$ cat config.mk
export PLATFORM = sky130hd
export DESIGN_NAME = seven_seg_scanner
export DESIGN_NICKNAME = d
export VERILOG_FILES = /design/src/rtl/seg7_pkg.sv /design/src/rtl/seg7_decode.sv /design/src/rtl/seven_seg_scanner.sv
export SDC_FILE = /design/constraint.sdc
export NUM_CORES = 1
export LEC_CHECK = 0
export BUFFER_PORTS_ARGS = -buffer_cell sky130_fd_sc_hd__buf_4
export CORE_MARGIN = 5
export CORE_UTILIZATION = 61
export DETAILED_ROUTE_END_ITERATION = 16
export PLACE_DENSITY = 0.84
export SYNTH_ARGS = -nofsm -noshare
export SYNTH_HDL_FRONTEND = slang
export SYNTH_SLANG_ARGS = --single-unit
$ cat constraint.sdc
create_clock -name clk -period 8.2 [get_ports clk]
set_clock_uncertainty 0.15 [all_clocks]
set_input_delay 1.23 -clock clk [delete_from_list [all_inputs] [get_ports clk]]
set_output_delay 1.23 -clock clk [all_outputs]
set_load 0.02 [all_outputs]
$ cat src/rtl/seg7_pkg.sv
// Seven-segment pattern constants shared by the scanner and its decoder.
// All patterns are {g,f,e,d,c,b,a}, active-low (common-anode display).
package seg7_pkg;

    localparam logic [6:0] SEG_DASH  = 7'b0111111;
    localparam logic [6:0] SEG_BLANK = 7'b1111111;

    localparam logic [6:0] SEG_HEX [0:15] = '{
        7'b1000000, 7'b1111001, 7'b0100100, 7'b0110000,
        7'b0011001, 7'b0010010, 7'b0000010, 7'b1111000,
        7'b0000000, 7'b0010000, 7'b0001000, 7'b0000011,
        7'b1000110, 7'b0100001, 7'b0000110, 7'b0001110
    };

    function automatic logic [6:0] hex_to_seg(input logic [3:0] nibble);
        return SEG_HEX[nibble];
    endfunction

endpackage

$ cat src/rtl/seg7_decode.sv
// Combinational segment decoder for the currently selected digit.
// Overflow dash takes priority over leading-zero blanking, which beats the hex glyph.
module seg7_decode
    import seg7_pkg::*;
(
    input  logic [3:0] nibble,
    input  logic       blank,
    input  logic       overflow,
    output logic [6:0] seg
);

    always_comb begin
        seg = hex_to_seg(nibble);
        if (overflow) begin
            seg = SEG_DASH;
        end else if (blank) begin
            seg = SEG_BLANK;
        end
    end

endmodule

$ cat src/rtl/seven_seg_scanner.sv
// Time-multiplexed common-anode seven-segment driver with shadow registers,
// leading-zero blanking and overflow dashes; all pins are registered together.
module seven_seg_scanner
    import seg7_pkg::*;
#(
    parameter int DIGITS      = 4,
    parameter int REFRESH_DIV = 100000,
    parameter int BLANK_LZ    = 1
) (
    input  logic                clk,
    input  logic                reset,
    input  logic [4*DIGITS-1:0] value,
    input  logic [DIGITS-1:0]   dp_in,
    input  logic                overflow,
    input  logic                load,
    output logic [6:0]          seg,
    output logic                dp,
    output logic [DIGITS-1:0]   an
);

    localparam int CNT_W = $clog2(REFRESH_DIV);
    localparam int IDX_W = (DIGITS > 1) ? $clog2(DIGITS) : 1;
    localparam logic [CNT_W-1:0] CNT_LAST = CNT_W'(REFRESH_DIV - 1);
    localparam logic [IDX_W-1:0] IDX_LAST = IDX_W'(DIGITS - 1);

    logic [CNT_W-1:0]    cnt_q, cnt_d;
    logic [IDX_W-1:0]    idx_q, idx_d;
    logic [4*DIGITS-1:0] val_q, val_d;
    logic [DIGITS-1:0]   dps_q, dps_d;
    logic                ovf_q, ovf_d;
    logic [6:0]          seg_q, seg_d;
    logic                dp_q, dp_d;
    logic [DIGITS-1:0]   an_q, an_d;

    logic [DIGITS-1:0]   lz_mask;
    logic                upper_nz;
    logic [3:0]          sel_nib;
    logic                sel_dp;
    logic                sel_lz;
    logic                blank;
    logic [6:0]          dec_seg;

    always_comb begin
        cnt_d = cnt_q + CNT_W'(1);
        idx_d = idx_q;
        if (cnt_q == CNT_LAST) begin
            cnt_d = '0;
            idx_d = (idx_q == IDX_LAST) ? '0 : idx_q + IDX_W'(1);
        end
    end

    always_comb begin
        val_d = val_q;
        dps_d = dps_q;
        ovf_d = ovf_q;
        if (load) begin
            val_d = value;
            dps_d = dp_in;
            ovf_d = overflow;
        end
    end

    // lz_mask[i] is set when digit i and every more-significant digit are zero
    always_comb begin
        upper_nz = 1'b0;
        lz_mask  = '0;
        for (int i = DIGITS - 1; i >= 0; i--) begin
            upper_nz   = upper_nz | (|val_q[4*i +: 4]);
            lz_mask[i] = ~upper_nz;
        end
    end

    always_comb begin
        sel_nib = val_q[3:0];
        sel_dp  = dps_q[0];
        sel_lz  = 1'b0;
        for (int i = 0; i < DIGITS; i++) begin
            if (idx_q == IDX_W'(i)) begin
                sel_nib = val_q[4*i +: 4];
                sel_dp  = dps_q[i];
                sel_lz  = lz_mask[i];
            end
        end
        blank = (BLANK_LZ != 0) && (idx_q != '0) && sel_lz;
    end

    seg7_decode u_decode (
        .nibble   (sel_nib),
        .blank    (blank),
        .overflow (ovf_q),
        .seg      (dec_seg)
    );

    always_comb begin
        seg_d = dec_seg;
        dp_d  = ovf_q ? 1'b1 : ~sel_dp;
        an_d  = '1;
        for (int i = 0; i < DIGITS; i++) begin
            an_d[i] = (idx_q != IDX_W'(i));
        end
    end

    always_ff @(posedge clk or posedge reset) begin
        if (reset) begin
            cnt_q <= '0;
            idx_q <= '0;
            val_q <= '0;
            dps_q <= '0;
            ovf_q <= 1'b0;
            seg_q <= SEG_BLANK;
            dp_q  <= 1'b1;
            an_q  <= '1;
        end else begin
            cnt_q <= cnt_d;
            idx_q <= idx_d;
            val_q <= val_d;
            dps_q <= dps_d;
            ovf_q <= ovf_d;
            seg_q <= seg_d;
            dp_q  <= dp_d;
            an_q  <= an_d;
        end
    end

    assign seg = seg_q;
    assign dp  = dp_q;
    assign an  = an_q;

endmodule

==> metrics.yaml <==
sta:
  hold_ws_ns: 0.341
  setup_viol: 0
  hold_viol: 0
  rsz0062_at_grt: "false"
  slew_viol_final: 0
  tns_ns: 0
  tightest_slew_ns: 1.02
  min_period_over_period: 0.408
  fmax_mhz: 299
  maxSlewHeadroom: 0.317
  layout_min_cycle_time_ns: 3.34
power_and_ir_drop:
  combPwrFrac: 0.139
  powerDensity_mw_per_mm2: 184
  netSwitchingFraction: 0.236
  p_switching_uw: 129
  clock_power_share: 0.340
  peakVddDrop_uv: 159
  p_int_uw: 420
  p_leak_uw: 0.00131
  p_seq_frac: 0.521
critical_path:
  crit_path_top_delay_cell: "a221oi_1"
  critPathMaxStageDelay_ns: 0.64
  cp.required_ns: 8.26
  critical_path.top_delay_family: "compound AO/OA/AOI/OAI gates"
  critical_path_buf_inv_count: 1
  cpMostUsedCell: "ha_1"
  start_kind: "flop"
  arrival_ns: 3.40
  critPathKind: "flop to flop"
  crit_path_cell_trace: "ha_1 -> nor2_2 -> a221oi_1 -> ha_1 -> inv_1 -> a2111oi_0 -> a21oi_1 -> o32ai_1"
  r2r_cells: 8
  crit_fanout: 15
  worst-path-stages: 8
  critPathCaptureType: "flop"
yosys:
  syn-mean-instance-area_um2: 11.7
  synth_cell_types: 45
  ys_ff_latch: 52
  postSynthCellCount: 221
  synthArstFlopShare: 1.00
  ys_seq_area_frac: 0.511
  synth_edf_count: 0
  yosysMostFrequentCell: "dfrtp_1"
  yosys-top-cells-count: "40 x dfrtp_1, 19 x mux2_2, 14 x nand2_1"
  ys_top_cells_by_area: "dfrtp_1 39%, dfstp_2 12%, mux2_2 8.3%"
  post_synth_instance_area_mm2: 0.00257
  synth_fp_nets: 256
  ys_warn_count: 0
  ys.flop_type: "dfrtp_1"
  yosysTopAreaCell: "dfrtp_1"
  synth_top_area_share: 0.389
route:
  routed_wl_mm: 5.05
  drc: 0
  vias: 1790
  drtIter0Drc: 258
  antenna_left: 0
  vias_per_cell: 5.87
  drt_pass1_iterations: 4
  wire_per_inst_um: 16.5
outcome:
  status: "finished clean"
clock_network:
  h-tree-depth: 2
  cts.clk_slew.worst_paths_ns: 0.09
  cts_hold_buf: 0
  cts_tree: "done"
  cts_setup_buffers: 0
  cts.sinks: 52
  cts-root-buf: "clkbuf_8"
  cts_resized: 0
  cts_buffers: 5
  clock_path_buffers: 2
  clk_latency_ns: 0.29
die:
  die_area_mm2: 0.00562
  start_util: 0.635
  ioPinCount: 36
  dieHeight_um: 75.0
  die_w_um: 75.0
  fp.coreArea_mm2: 0.00406
  fp-row-count: 23
min_path:
  hp-class: "flop to flop"
  hold_depth: 1
global_route:
  gr-usage-all-layers: 0.199
  grt_pass1_wl_mm: 8.50
  antenna_found_initial: 0
  globalRouteOverflowTotal: 0
  grt_start_max_net_pins: 53
  grt_pass1_vias: 1797
placement:
  gp_congestion: 0.890
  numPortBuffers: 35
  dp.final_hpwl_mm: 3.71
final_layout:
  syn2layout_area_growth_pct: 15.8
  final_nets: 289
  drive_gt1_frac: 0.318
  diodes: 0
run:
  drv_cap: 0
## flip-flops by register name (all words and copies together), names as in the netlist
register  cells
dp            1
val_q        16
ovf_q         1
idx_q         2
an            4
seg           7
cnt_q        17
dps_q         4
## layer usage
layer,vias to the layer above,track usage,share of wire
met3,12,0.0467,0.064
met4,0,0.0751,0.021
met5,-,0,0
met1,858,0.275,0.46
met2,65,0.306,0.46
li1,855,-,-
## area by class of cell
cell class / count / area [um^2]
clock buffer: 7 / 96.3
clock inverter: 1 / 30.0
fill: 279 / 1080
inverter: 13 / 48.8
multi-input combinational: 147 / 1160
sequential: 52 / 1320
tap: 50 / 62.6
timing repair buffer: 35 / 263
## worst paths after layout
check	start	to	slack (ns)
worst max-delay path	idx_q[0]$_DFFE_PP0N_	seg[6]$_DFF_PP1_	4.86
worst min-delay path	cnt_q[0]$_DFF_PP0_	cnt_q[0]$_DFF_PP0_	0.34
worst max register to register	idx_q[0]$_DFFE_PP0N_	seg[6]$_DFF_PP1_	4.86
worst min register to register	cnt_q[0]$_DFF_PP0_	cnt_q[0]$_DFF_PP0_	0.34
max in group asynchronous	reset	val_q[5]$_DFFE_PP0P_	6.24
min in group asynchronous	reset	val_q[8]$_DFFE_PP0P_	1.03
## stage by stage
stage | cells | setup WS [ns] | util | power (uW) | cell area [um^2]
floorplan | 221 | 5.48 | - | 337 | 2570
global placement | 297 | 5.12 | 0.704 | 364 | 2860
detailed placement | 297 | 4.96 | 0.704 | 367 | 2860
global route | 305 | 4.51 | 0.735 | 572 | 2980
finish | 305 | 4.86 | 0.735 | 549 | 2980
CTS | 305 | 4.93 | 0.735 | 551 | 2980
## cell usage in the layout (no fill, tap or decap), drive strengths merged, types with 6 or more instances in the layout
cell and count:
buf 35, clkbuf 7, dfrtp 40, dfstp 12, ha 11, inv 13, mux2 20, mux2i 10
nand2 14, nand3 8, nor2 11, o21ai 8, xnor2 7, xor2 6
## cell families after synthesis
| group | synth area share |
|---|---|
| AOI/OAI and AO/OA | 0.0938 |
| xor gates and xnor gates | 0.0442 |
| adders and majority gates | 0.0534 |
| buffers and inverters | 0.0364 |
| DFF | 0.511 |
| muxes | 0.128 |
| and+or+nand+nor | 0.133 |
## power groups by stage
stage          Combinational [uW]  Clock, uW  Sequential, uW
3_5_place_dp                 76.0          0             291
3_3_place_gp                 74.1          0             290
2_1_floorplan                41.7          0             296
4_1_cts                      76.4        188             286
5_1_grt                      84.0        200             288
6_report                     76.4        187             286
(Power assumes the default switching activity.)
